## config.mk

```make
export PLATFORM = sky130hd
export DESIGN_NAME = kn16_rr_arbiter
export DESIGN_NICKNAME = d
export VERILOG_FILES = /design/src/rtl/kn16_rr_arbiter.sv
export SDC_FILE = /design/constraint.sdc
export NUM_CORES = 1
export LEC_CHECK = 0
export CORE_ASPECT_RATIO = 1.25
export CORE_MARGIN = 3
export CORE_UTILIZATION = 30
export CTS_CLUSTER_DIAMETER = 120
export DETAILED_ROUTE_END_ITERATION = 16
export GPL_TIMING_DRIVEN = 0
export PLACE_DENSITY_LB_ADDON = 0.2
export SYNTH_ARGS = -nofsm -noshare
export SYNTH_HDL_FRONTEND = slang
export SYNTH_SLANG_ARGS = --single-unit
```

## constraint.sdc

```tcl
create_clock -name clk -period 2.5 [get_ports clk]
set_clock_uncertainty 0.05 [all_clocks]
set_input_delay 0.625 -clock clk [delete_from_list [all_inputs] [get_ports clk]]
set_output_delay 0.625 -clock clk [all_outputs]
set_load 0.02 [all_outputs]
```

## src/rtl/kn16_rr_arbiter.sv

```systemverilog
// Round-robin front end sharing one combinational W-bit adder between NUM_REQ requesters.
// Operands are registered toward the adder and the sum is registered into a tagged response.
module kn16_rr_arbiter #(
    parameter int NUM_REQ = 4,
    parameter int W       = 16,
    parameter int IDW     = 2
) (
    input  logic                 clk,
    input  logic                 rst_n,
    input  logic [NUM_REQ-1:0]   req_valid,
    output logic [NUM_REQ-1:0]   req_ready,
    input  logic [NUM_REQ*W-1:0] req_a,
    input  logic [NUM_REQ*W-1:0] req_b,
    output logic [W-1:0]         add_a,
    output logic [W-1:0]         add_b,
    input  logic [W:0]           add_sum,
    output logic                 rsp_valid,
    input  logic                 rsp_ready,
    output logic [IDW-1:0]       rsp_id,
    output logic [W:0]           rsp_sum,
    output logic [15:0]          op_count
);

    localparam int IW = (NUM_REQ > 1) ? $clog2(NUM_REQ) : 1;
    localparam logic [IDW-1:0] LAST_RST = IDW'(NUM_REQ - 1);

    typedef enum logic [1:0] {IDLE, EVAL, RESP} state_t;

    state_t         state_q, state_d;
    logic [W-1:0]   add_a_q, add_a_d;
    logic [W-1:0]   add_b_q, add_b_d;
    logic [IDW-1:0] id_q, id_d;
    logic [IDW-1:0] last_grant_q, last_grant_d;
    logic [IDW-1:0] rsp_id_q, rsp_id_d;
    logic           rsp_valid_q, rsp_valid_d;
    logic [W:0]     rsp_sum_q, rsp_sum_d;
    logic [15:0]    op_count_q, op_count_d;

    logic [W-1:0]   a_arr [NUM_REQ];
    logic [W-1:0]   b_arr [NUM_REQ];
    logic [IDW-1:0] winner;
    logic [IW-1:0]  win_sel;
    logic           any_valid;
    logic           accept;
    logic           grant;
    int             idx;

    for (genvar gi = 0; gi < NUM_REQ; gi++) begin : g_unpack
        assign a_arr[gi] = req_a[gi*W +: W];
        assign b_arr[gi] = req_b[gi*W +: W];
    end

    // Scan from farthest to nearest so the requester closest after last_grant wins.
    always_comb begin
        winner    = '0;
        win_sel   = '0;
        any_valid = 1'b0;
        idx       = 0;
        for (int k = NUM_REQ; k >= 1; k--) begin
            idx = int'(last_grant_q) + k;
            if (idx >= NUM_REQ) begin
                idx = idx - NUM_REQ;
            end
            if (req_valid[IW'(idx)]) begin
                winner    = IDW'(idx);
                win_sel   = IW'(idx);
                any_valid = 1'b1;
            end
        end
    end

    assign accept    = rst_n && ((state_q == IDLE) || ((state_q == RESP) && rsp_ready));
    assign grant     = accept && any_valid;
    assign req_ready = grant ? (NUM_REQ'(1) << win_sel) : '0;

    always_comb begin
        state_d      = state_q;
        add_a_d      = add_a_q;
        add_b_d      = add_b_q;
        id_d         = id_q;
        last_grant_d = last_grant_q;
        rsp_id_d     = rsp_id_q;
        rsp_valid_d  = rsp_valid_q;
        rsp_sum_d    = rsp_sum_q;
        op_count_d   = op_count_q;

        case (state_q)
            IDLE: begin
                if (grant) begin
                    state_d = EVAL;
                end
            end
            EVAL: begin
                rsp_sum_d   = add_sum;
                rsp_id_d    = id_q;
                rsp_valid_d = 1'b1;
                state_d     = RESP;
            end
            RESP: begin
                if (rsp_ready) begin
                    op_count_d  = op_count_q + 16'd1;
                    rsp_valid_d = 1'b0;
                    state_d     = grant ? EVAL : IDLE;
                end
            end
            default: begin
                state_d = IDLE;
            end
        endcase

        if (grant) begin
            add_a_d      = a_arr[win_sel];
            add_b_d      = b_arr[win_sel];
            id_d         = winner;
            last_grant_d = winner;
        end
    end

    always_ff @(posedge clk or negedge rst_n) begin
        if (!rst_n) begin
            state_q      <= IDLE;
            add_a_q      <= '0;
            add_b_q      <= '0;
            id_q         <= '0;
            last_grant_q <= LAST_RST;
            rsp_id_q     <= '0;
            rsp_valid_q  <= 1'b0;
            rsp_sum_q    <= '0;
            op_count_q   <= '0;
        end else begin
            state_q      <= state_d;
            add_a_q      <= add_a_d;
            add_b_q      <= add_b_d;
            id_q         <= id_d;
            last_grant_q <= last_grant_d;
            rsp_id_q     <= rsp_id_d;
            rsp_valid_q  <= rsp_valid_d;
            rsp_sum_q    <= rsp_sum_d;
            op_count_q   <= op_count_d;
        end
    end

    assign add_a     = add_a_q;
    assign add_b     = add_b_q;
    assign rsp_valid = rsp_valid_q;
    assign rsp_id    = rsp_id_q;
    assign rsp_sum   = rsp_sum_q;
    assign op_count  = op_count_q;

endmodule

```

After elaboration in Yosys (flattened, before gate mapping)
Index checks and enable logic that the tools add are counted.

operators by class
  magnitude comparators = 9
  add/subtract/negate cells = 9
  equality and inequality tests = 4
  multiply operators = 0
  shifts and indexed selects = 1
  div/mod/pow operators = 0
  muxes and demuxes = 37
  bitwise operators = 1
  reductions and logical operators = 9

operator list
  kind                                                         number
  binary-select mux 16 bit (select 2 bit)                      2
  2-to-1 mux 16 bit                                            4
  2-to-1 mux 2 bit                                             10
  adder 16 x 1 -> 16 bit (second input constant)               1
  less-than comparator 2 x 4 -> 1 bit (second input constant)  4
  2-to-1 mux 1 bit                                             14
  >= comparator 3 bit (second input constant)                  4
  binary-select mux 1 bit (select 2 bit)                       4
  subtractor 2 x 1 -> 2 bit (second input constant)            4
  adder 2 x 2 -> 3 bit (second input constant)                 2
  case mux 2 bit (3 select lines)                              1
  AND reduction 2 bit                                          3
  adder 2 x 3 -> 4 bit (second input constant)                 1
  >= comparator 4 x 3 -> 1 bit (second input constant)         1
  2-to-1 mux 4 bit                                             1
  != test 2 bit (second input constant)                        2
  << shifter 1 x 2 -> 4 bit (first input constant)             1
  adder 2 x 1 -> 3 bit (second input constant)                 1
  logical AND 1 bit                                            3
  inverter 2 -> 3 bit                                          1
  == test 2 x 1 -> 1 bit (second input constant)               1
  == test 2 bit (second input constant)                        1
  logical NOT 2 bit                                            1
  case mux 1 bit (2 select lines)                              1
  other kinds (2)                                              2

storage, ports and cells
  memories kept = 0
  flip-flop bits (word level) = 74
  bits in read-only memories = 0
  input port bits = 152
  RAM bits = 0
  bits in latches = 0
  logic and storage cells = 79

Depth between registers and ports, before layout
Gate-level depths: netlist of the first run.

  word-level depth = 14
  mapped depth = 7
  mapped depth without buffers = 6

Worst setup path before layout of the first run
OpenSTA, ideal clock, no wires.

  kind = input -> output
  start = in req_valid[2]
  end = out req_ready[2]
  required time = 1.825 ns
  stages on the path = 6
  path buffers = 2
  arrival = 1.936 ns
  path slack = -0.111 ns
  cells stage by stage = and2b_4 -> a21oi_2 -> o221ai_4 -> buf_8 -> buf_6 -> nor3_1

on the way
  word-level cells in the longest chain between the ends = 9
  elaborated cells on any way between the ends = 23
  classes of those cells = 1 x shift; 21 x mux; 1 x reduce/logical

RTL lines
  element                                                            RTL line  source
  start, declared                                                    10        input logic [NUM_REQ-1:0] req_valid,
  binary-select mux 1 bit (select 2 bit)                             64        if (req_valid[IW'(idx)]) begin
  2-to-1 mux 1 bit (implied by the code) (2 in a row)                64
  2-to-1 mux 2 bit or 2-to-1 mux 1 bit (tied branches) (4 in a row)  64
  << shifter 1 x 2 -> 4 bit or logical AND 1 bit (tied branches)     74, 73
  2-to-1 mux 4 bit *                                                 74        assign req_ready = grant ? (NUM_REQ'(1) << win_sel) : '0;
  end, declared                                                      11        output logic [NUM_REQ-1:0] req_ready,

Every way passes the cells marked *; elsewhere a longest branch is shown, timed or not. The select of a mux whose other input is x is not followed.

Final worst setup path of the first run
  start = reg last_grant_q[1]
  end = out req_ready[3]

on the way
  word-level cells in the longest chain between the ends = 12
  elaborated cells on any way between the ends = 39
  classes of those cells = 8 x add/sub; 4 x order compare; 1 x shift; 25 x mux; 1 x reduce/logical

RTL lines
  element                                                                    RTL line  source
  start, declared                                                            33        logic [IDW-1:0] last_grant_q, last_grant_d;
  start signal, assigned                                                     135       last_grant_q <= last_grant_d;
  adder 2 x 3 -> 4 bit                                                       60        idx = int'(last_grant_q) + k;
  >= comparator 4 x 3 -> 1 bit or subtractor 2 x 1 -> 2 bit (tied branches)  61, 62
  2-to-1 mux 2 bit                                                           61        if (idx >= NUM_REQ) begin
  binary-select mux 1 bit (select 2 bit)                                     64
  2-to-1 mux 1 bit (implied by the code) (2 in a row)                        64
  2-to-1 mux 2 bit or 2-to-1 mux 1 bit (tied branches) (4 in a row)          64
  << shifter 1 x 2 -> 4 bit or logical AND 1 bit (tied branches)             74, 73
  2-to-1 mux 4 bit *                                                         74

Marks and branches as above.

==> run metrics, run 1 <==
worst setup path category reg2out; dpl hpwl 10800 um; final wirelength 14300 um; routed length per instance 18.1 um; CP top delay family flip-flops; core box area 13900 sq um; worst-margin pin slew 0.577 ns; Yosys cell types 38; Worst setup EP type output port; min Tclk post-route 2.56 ns; RSZ-0062 raised after global routing yes; Synth top cells by count 72 x dfrtp_1, 67 x nand3_1, 33 x mux2i_1; most common cell in the synthesized netlist dfrtp_1; sequential share of power 0.277; clock power share 0.210; first-pass GRT wire length 22300 um; cell accounting for the most synthesized area dfrtp_1; row cnt 48; Static Leakage 0.00314 uW; largest net degree at the start of global routing 28; setup TNS -0.236 ns; status complete, but fails checks; Total GRT Usage 0.180; TritonRoute pass-1 iters 4; Logic pwr share 0.513; Mapped Area 4260 sq um; CP Cell Sequence and2b_2, o31ai_4, buf_6, nor2_4, and2_4, buf_6; Max Cap Viol 0; # diodes 0; post-synthesis async set-or-reset flop share 1.00; post-synth top area share 0.423; maximum clock insertion buffer count 2; Slew Viols, Final 0; worst hold path class in2async; VDD IR max 473 uV; startpoint types register; Die Y-Extent 139 um; routability congestion estimate 0.813; Seq cells post-synth 74; TritonCTS Buffers 9; CP max stage cell dfstp_2; Setup WS pre-CTS -1.48 ns; Warnings, synthesis 0; internal power 4670 uW; worst setup slack after layout -0.0630 ns; GR Overflow Total 0; net count after synthesis 511; Critical Path AT 1.89 ns; cell mode on critical path buf_6; register area share after synthesis 0.435; Post-synth EDFFs 0; Main synth FF type dfrtp_1; Worst-Skew Late Latency 0.33 ns; initial antenna violation count 0; Mapped Cells 358; count of boundary I/O pins 224; CTS Hold Bufs 0; crit path buf inv count 2; CP Max Fanout 4; htree depth 3; Root Buffer clkbuf_16; Rel. slew slack 0.615; Sw Share 0.346; Layout Nets 763; clock sink count 74; Mean Syn Cell Area 11.9 sq um; Worst-path clk slew 0.06 ns; first-iteration detailed-routing DRC count 154; top area cells in the synthesized netlist dfrtp_1 42%, mux2_4 11%, nand3_1 7.9%; Hold Slack 0.0631 ns; I/O Buffers 223; final hold vios 0; failing checks setup timing; vias in the first global route 4206; Die Width 113 um; vias per std cell 4.97; Die ar. 15700 sq um; CP required 1.82 ns; area growth from synthesis to layout 73.4%; Vias 3927; final cycle utilization of the critical path 1.03; count of final setup violators 4; crit-path max cell delay 0.55 ns; # DRC 0; Starting Density 0.307; Net Sw Power 2470 uW; CTS tree built; Final ANT Viol Nets 0; Fmax 390 MHz; PD cells 967 nW/um^2; share of cells above drive strength 1 0.224
[kinds of logic (layout without fill, tap and decap cells)]
logic type               count (synthesis)  count (layout)  share of synthesized area
AND/OR/NAND/NOR                        113             113                      0.140
multiplexers                            85              85                      0.241
flip-flops                              74              74                      0.435
AO/OA/AOI/OAI                           39              39                     0.0928
buffers and inverters                   31             288                     0.0572
XOR/XNOR                                15              15                     0.0308
adder cells (fa/ha/maj)                  1               1                    0.00293
[placed cells by master (no fill, tap or decap), types with 2 or more instances in the layout]
cell type | Yosys | routed
a221o_1 | 32 | 32
and3_1 | 3 | 3
and3b_1 | 2 | 2
and4_1 | 2 | 2
buf_16 | 0 | 2
buf_2 | 4 | 6
buf_4 | 7 | 21
buf_6 | 11 | 16
buf_8 | 1 | 2
bufbuf_16 | 0 | 2
bufinv_16 | 0 | 3
clkbuf_1 | 6 | 7
clkbuf_16 | 0 | 9
clkdlybuf4s50_1 | 0 | 213
dfrtp_1 | 72 | 72
dfstp_2 | 2 | 2
mux2_2 | 22 | 22
mux2_4 | 30 | 30
mux2i_1 | 33 | 32
nand2_1 | 10 | 9
nand2b_4 | 0 | 2
nand3_1 | 67 | 67
nand4_1 | 3 | 3
nor2_1 | 13 | 11
nor2b_4 | 0 | 2
o21a_1 | 2 | 2
xnor2_1 | 11 | 11
xor2_1 | 4 | 4
[stage by stage]
step | util | cells | cell area, sq um | total power [uW]
after floorplan | - | 358 | 4270 | 3900
after global placement | 0.485 | 756 | 6720 | 5410
after detailed placement | 0.486 | 757 | 6750 | 5460
after CTS | 0.529 | 788 | 7340 | 7190
after global routing | 0.533 | 790 | 7390 | 7510
final | 0.533 | 790 | 7390 | 7140
[power by group through the flow]
stage	combinational (uW)	sequential [uW]	clock, uW
floorplan	1400	2490	0
global placement	3430	1990	0
detailed placement	3470	1990	0
CTS	3670	1990	1530
global route	3880	2030	1590
finish	3670	1980	1500
[cell type report]
cell class | instances | area [sq um]
buffer | 25 | 211
clock buffer | 12 | 246
clock inverter | 4 | 98.8
fill | 1269 | 6480
inverter | 1 | 11.3
multi-input combinational | 253 | 2250
sequential | 74 | 1850
tap | 175 | 219
timing repair buffer | 246 | 2500
[sequential cells by signal (all words and copies together), names as in the netlist]
name          count
rsp_sum          17
add_a            16
add_b            16
op_count         16
id_q              2
last_grant_q      2
rsp_id            2
state_q           2
rsp_valid         1
[final timing paths]
kind	start	to	slack [ns]	depth (start not counted)
max in group asynchronous	rst_n	op_count[9]	1.83	2
min in group clk	op_count[15]	op_count[15]	0.44	1
max	last_grant_q[1]	req_ready[3]	-0.06	6
max reg2reg	last_grant_q[1]	add_a[6]	0.15	10
min	rst_n	rsp_sum[13]	0.06	1
min reg2reg	op_count[15]	op_count[15]	0.44	1
[metal layers]
| metal | share of wire | wire length, um | track usage | vias up |
|---|---|---|---|---|
| li1 | - | - | - | 1842 |
| met2 | 0.52 | 7450 | 0.323 | 188 |
| met4 | 0.024 | 340 | 0.0658 | 0 |
| met1 | 0.38 | 5380 | 0.202 | 1875 |
| met3 | 0.079 | 1140 | 0.0509 | 22 |
| met5 | 0 | 0 | 0 | - |
[repair_timing]
action                                  CTS  global route
cloned                                    2             0
setup buffers                            16             5
pin swaps                                 8             5
endpoints found under the hold margin     0             0
gates resized for setup                  54            14
endpoints found under the setup margin   23            34
Note: power is estimated with default switching activity, not from simulation.
==> inputs of run 2 (changes only) <==
- ABC_CLOCK_PERIOD_IN_PS: default -> 2500
==> results of run 2 <==
No change in the layout: final DEF, timing and power equal those of run 1.
==> inputs of run 3 (changes only) <==
- ABC_CLOCK_PERIOD_IN_PS: 2500 -> 3250
- SKIP_CTS_REPAIR_TIMING: default -> 1
- clock period: 2.5 -> 3.25 ns (I/O delays scaled with it)
==> run 3 against run 2 <==
  * Largest power group unchanged
  * Clock power shrank 34%
  * Global-route usage shrank 0.63 points
  * Highest routed layer unchanged
  * The run now ends clean
  * Worst hold slack gained 0.21 ns
  * Critical endpoint unchanged
==> run metrics, run 3 (same netlist as run 1, synthesis figures left out) <==
min Tclk post-route 3.15 ns; max reg flops 17 (unchanged); sequential share of power 0.292 (+0.015); vias per std cell 5.04 (+1.3%); initial antenna violation count 0 (unchanged); worst-margin pin slew 0.585 ns (+0.00828 ns); Worst-Skew Late Latency 0.33 ns (about the same); Slew Viols, Final 0 (unchanged); Die Width 113 um (unchanged); # diodes 0 (unchanged); routed length per instance 18.0 um (-0.57%); Layout Nets 758 (-0.66%); commonest non-fill, non-tap cells in the layout 214 x clkdlybuf4s50_1, 72 x dfrtp_1, 67 x nand3_1, 33 x mux2i_1, 32 x a221o_1; final cycle utilization of the critical path 0.970; worst setup path category in2out; Vias 3953 (+0.66%); maximum clock insertion buffer count 2 (unchanged); clock power share 0.190 (-0.020); worst hold path class in2async; final wirelength 14100 um (-1.2%); Die ar. 15700 sq um (unchanged); final hold vios 0 (unchanged); Die Y-Extent 139 um (unchanged); share of cells above drive strength 1 0.203 (-0.0211); area growth from synthesis to layout 69.2%; TritonCTS Buffers 9 (unchanged); count of boundary I/O pins 224 (unchanged); Setup WS pre-CTS -1.33 ns (+0.142 ns); RSZ-0062 raised after global routing no; setup TNS 0 ns (+0.236 ns); Rel. slew slack 0.610 (-0.00552); TritonRoute pass-1 iters 4 (unchanged); CP required 2.39 ns (+0.57 ns); Worst setup EP type output port; Fmax 317 MHz; I/O Buffers 223 (unchanged); # placed instances 757 (unchanged); Static Leakage 0.00307 uW (-2.4%); RR Startpoint last_grant_q[1]; Sw Share 0.355 (+0.00940); Final ANT Viol Nets 0 (unchanged); first-iteration detailed-routing DRC count 177 (+15%); htree depth 3 (unchanged); Logic pwr share 0.519 (+0.006); Worst setup endpoint req_ready[3]; GR Overflow Total 0 (unchanged); vias in the first global route 4123 (-2.0%); CTS tree built; routability congestion estimate 0.797 (-1.9%); Root Buffer clkbuf_16; CP Max Fanout 10 (+6); Reg2Reg Setup Slack 0.93 ns (+0.78 ns); row cnt 48 (unchanged); status completed; Total GRT Usage 0.174 (-0.00634); largest net degree at the start of global routing 45 (+61%); first-pass GRT wire length 21700 um (-2.4%); Critical Path AT 2.29 ns (+0.40 ns); post-layout util 0.520 (-0.0128); Max Cap Viol 0 (unchanged); Reg2Reg Depth 7 (-3); Reg area 1850 sq um (unchanged); Worst-path clk slew 0.06 ns (about the same); startpoint types primary input; # DRC 0 (unchanged); CP Launch Point rsp_ready; clock sink count 74 (unchanged); count of final setup violators 0 (-4); PD cells 726 nW/um^2 (-25%); Layout Cells excl Fill 785 (-0.63%); core box area 13900 sq um (unchanged); # fillers 1264 (-0.39%); internal power 3380 uW (-28%); Starting Density 0.307 (unchanged); VDD IR max 373 uV (-21%); Net Sw Power 1860 uW (-25%); most common cell after layout, fill and taps aside clkdlybuf4s50_1; RR Endpoint add_b[7]; multi-input logic area 2190 sq um (-2.4%); dpl hpwl 10800 um (-0.18%); worst setup slack after layout 0.0979 ns (+0.161 ns)
## run 3: cell types whose count changed in the layout (fill, tap and decap cells not counted), moves of 2 or more
cell	previous run	this run
nor2b_4	2	0
bufbuf_16	2	0
buf_4	21	17
bufinv_16	3	1
clkbuf_2	1	4
dlymetal6s2s_1	1	4
buf_6	16	12
clkbuf_16	9	11
## run 3: metal layers
metal / share of wire / GRT usage
met5: 0 / 0
met4: 0.020 / 0.0563
met3: 0.085 / 0.0600
met2: 0.52 / 0.307
met1: 0.37 / 0.195
## run 3: final cells by class
cell class / count / area share
Buffer: 30 / 0.0342
Clock buffer: 12 / 0.0342
Clock inverter: 4 / 0.00711
Inverter: 1 / 0.00156
Multi-Input combinational cell: 253 / 0.304
Sequential cell: 74 / 0.257
Tap cell: 175 / 0.0304
Timing Repair Buffer: 236 / 0.332
## run 3: worst min-delay path by stage
stage,start,to
after floorplan,id_q[1],id_q[1]
after global placement,op_count[15],op_count[15]
after detailed placement,op_count[15],op_count[15]
after CTS,rst_n,op_count[4]
after global routing,rst_n,op_count[6]
final,rst_n,op_count[6]
## run 3: worst max-delay path, stage by stage
cell and delay, ns:
clkdlybuf4s50_1 0.47, nand2b_4 0.14, nand3_4 0.16, nor2_4 0.17
buf_4 0.21, and2_1 0.14, clkbuf_2 0.18
## run 3: power groups by stage
stage	Combinational, uW	Clock, uW	Sequential, uW
2_1_floorplan	1070	0	1920
3_3_place_gp	2640	0	1520
3_5_place_dp	2680	0	1530
4_1_cts	2680	1030	1530
5_1_grt	2890	1070	1580
6_report	2720	994	1530
## run 3: metrics by stage
step           area, sq um  power, uW  hold WS [ns]
2_1_floorplan         4260       2990         0.408
3_3_place_gp          6710       4160         0.412
3_5_place_dp          6740       4210         0.413
4_1_cts               7040       5240         0.389
5_1_grt               7210       5550         0.261
6_report              7210       5240         0.269
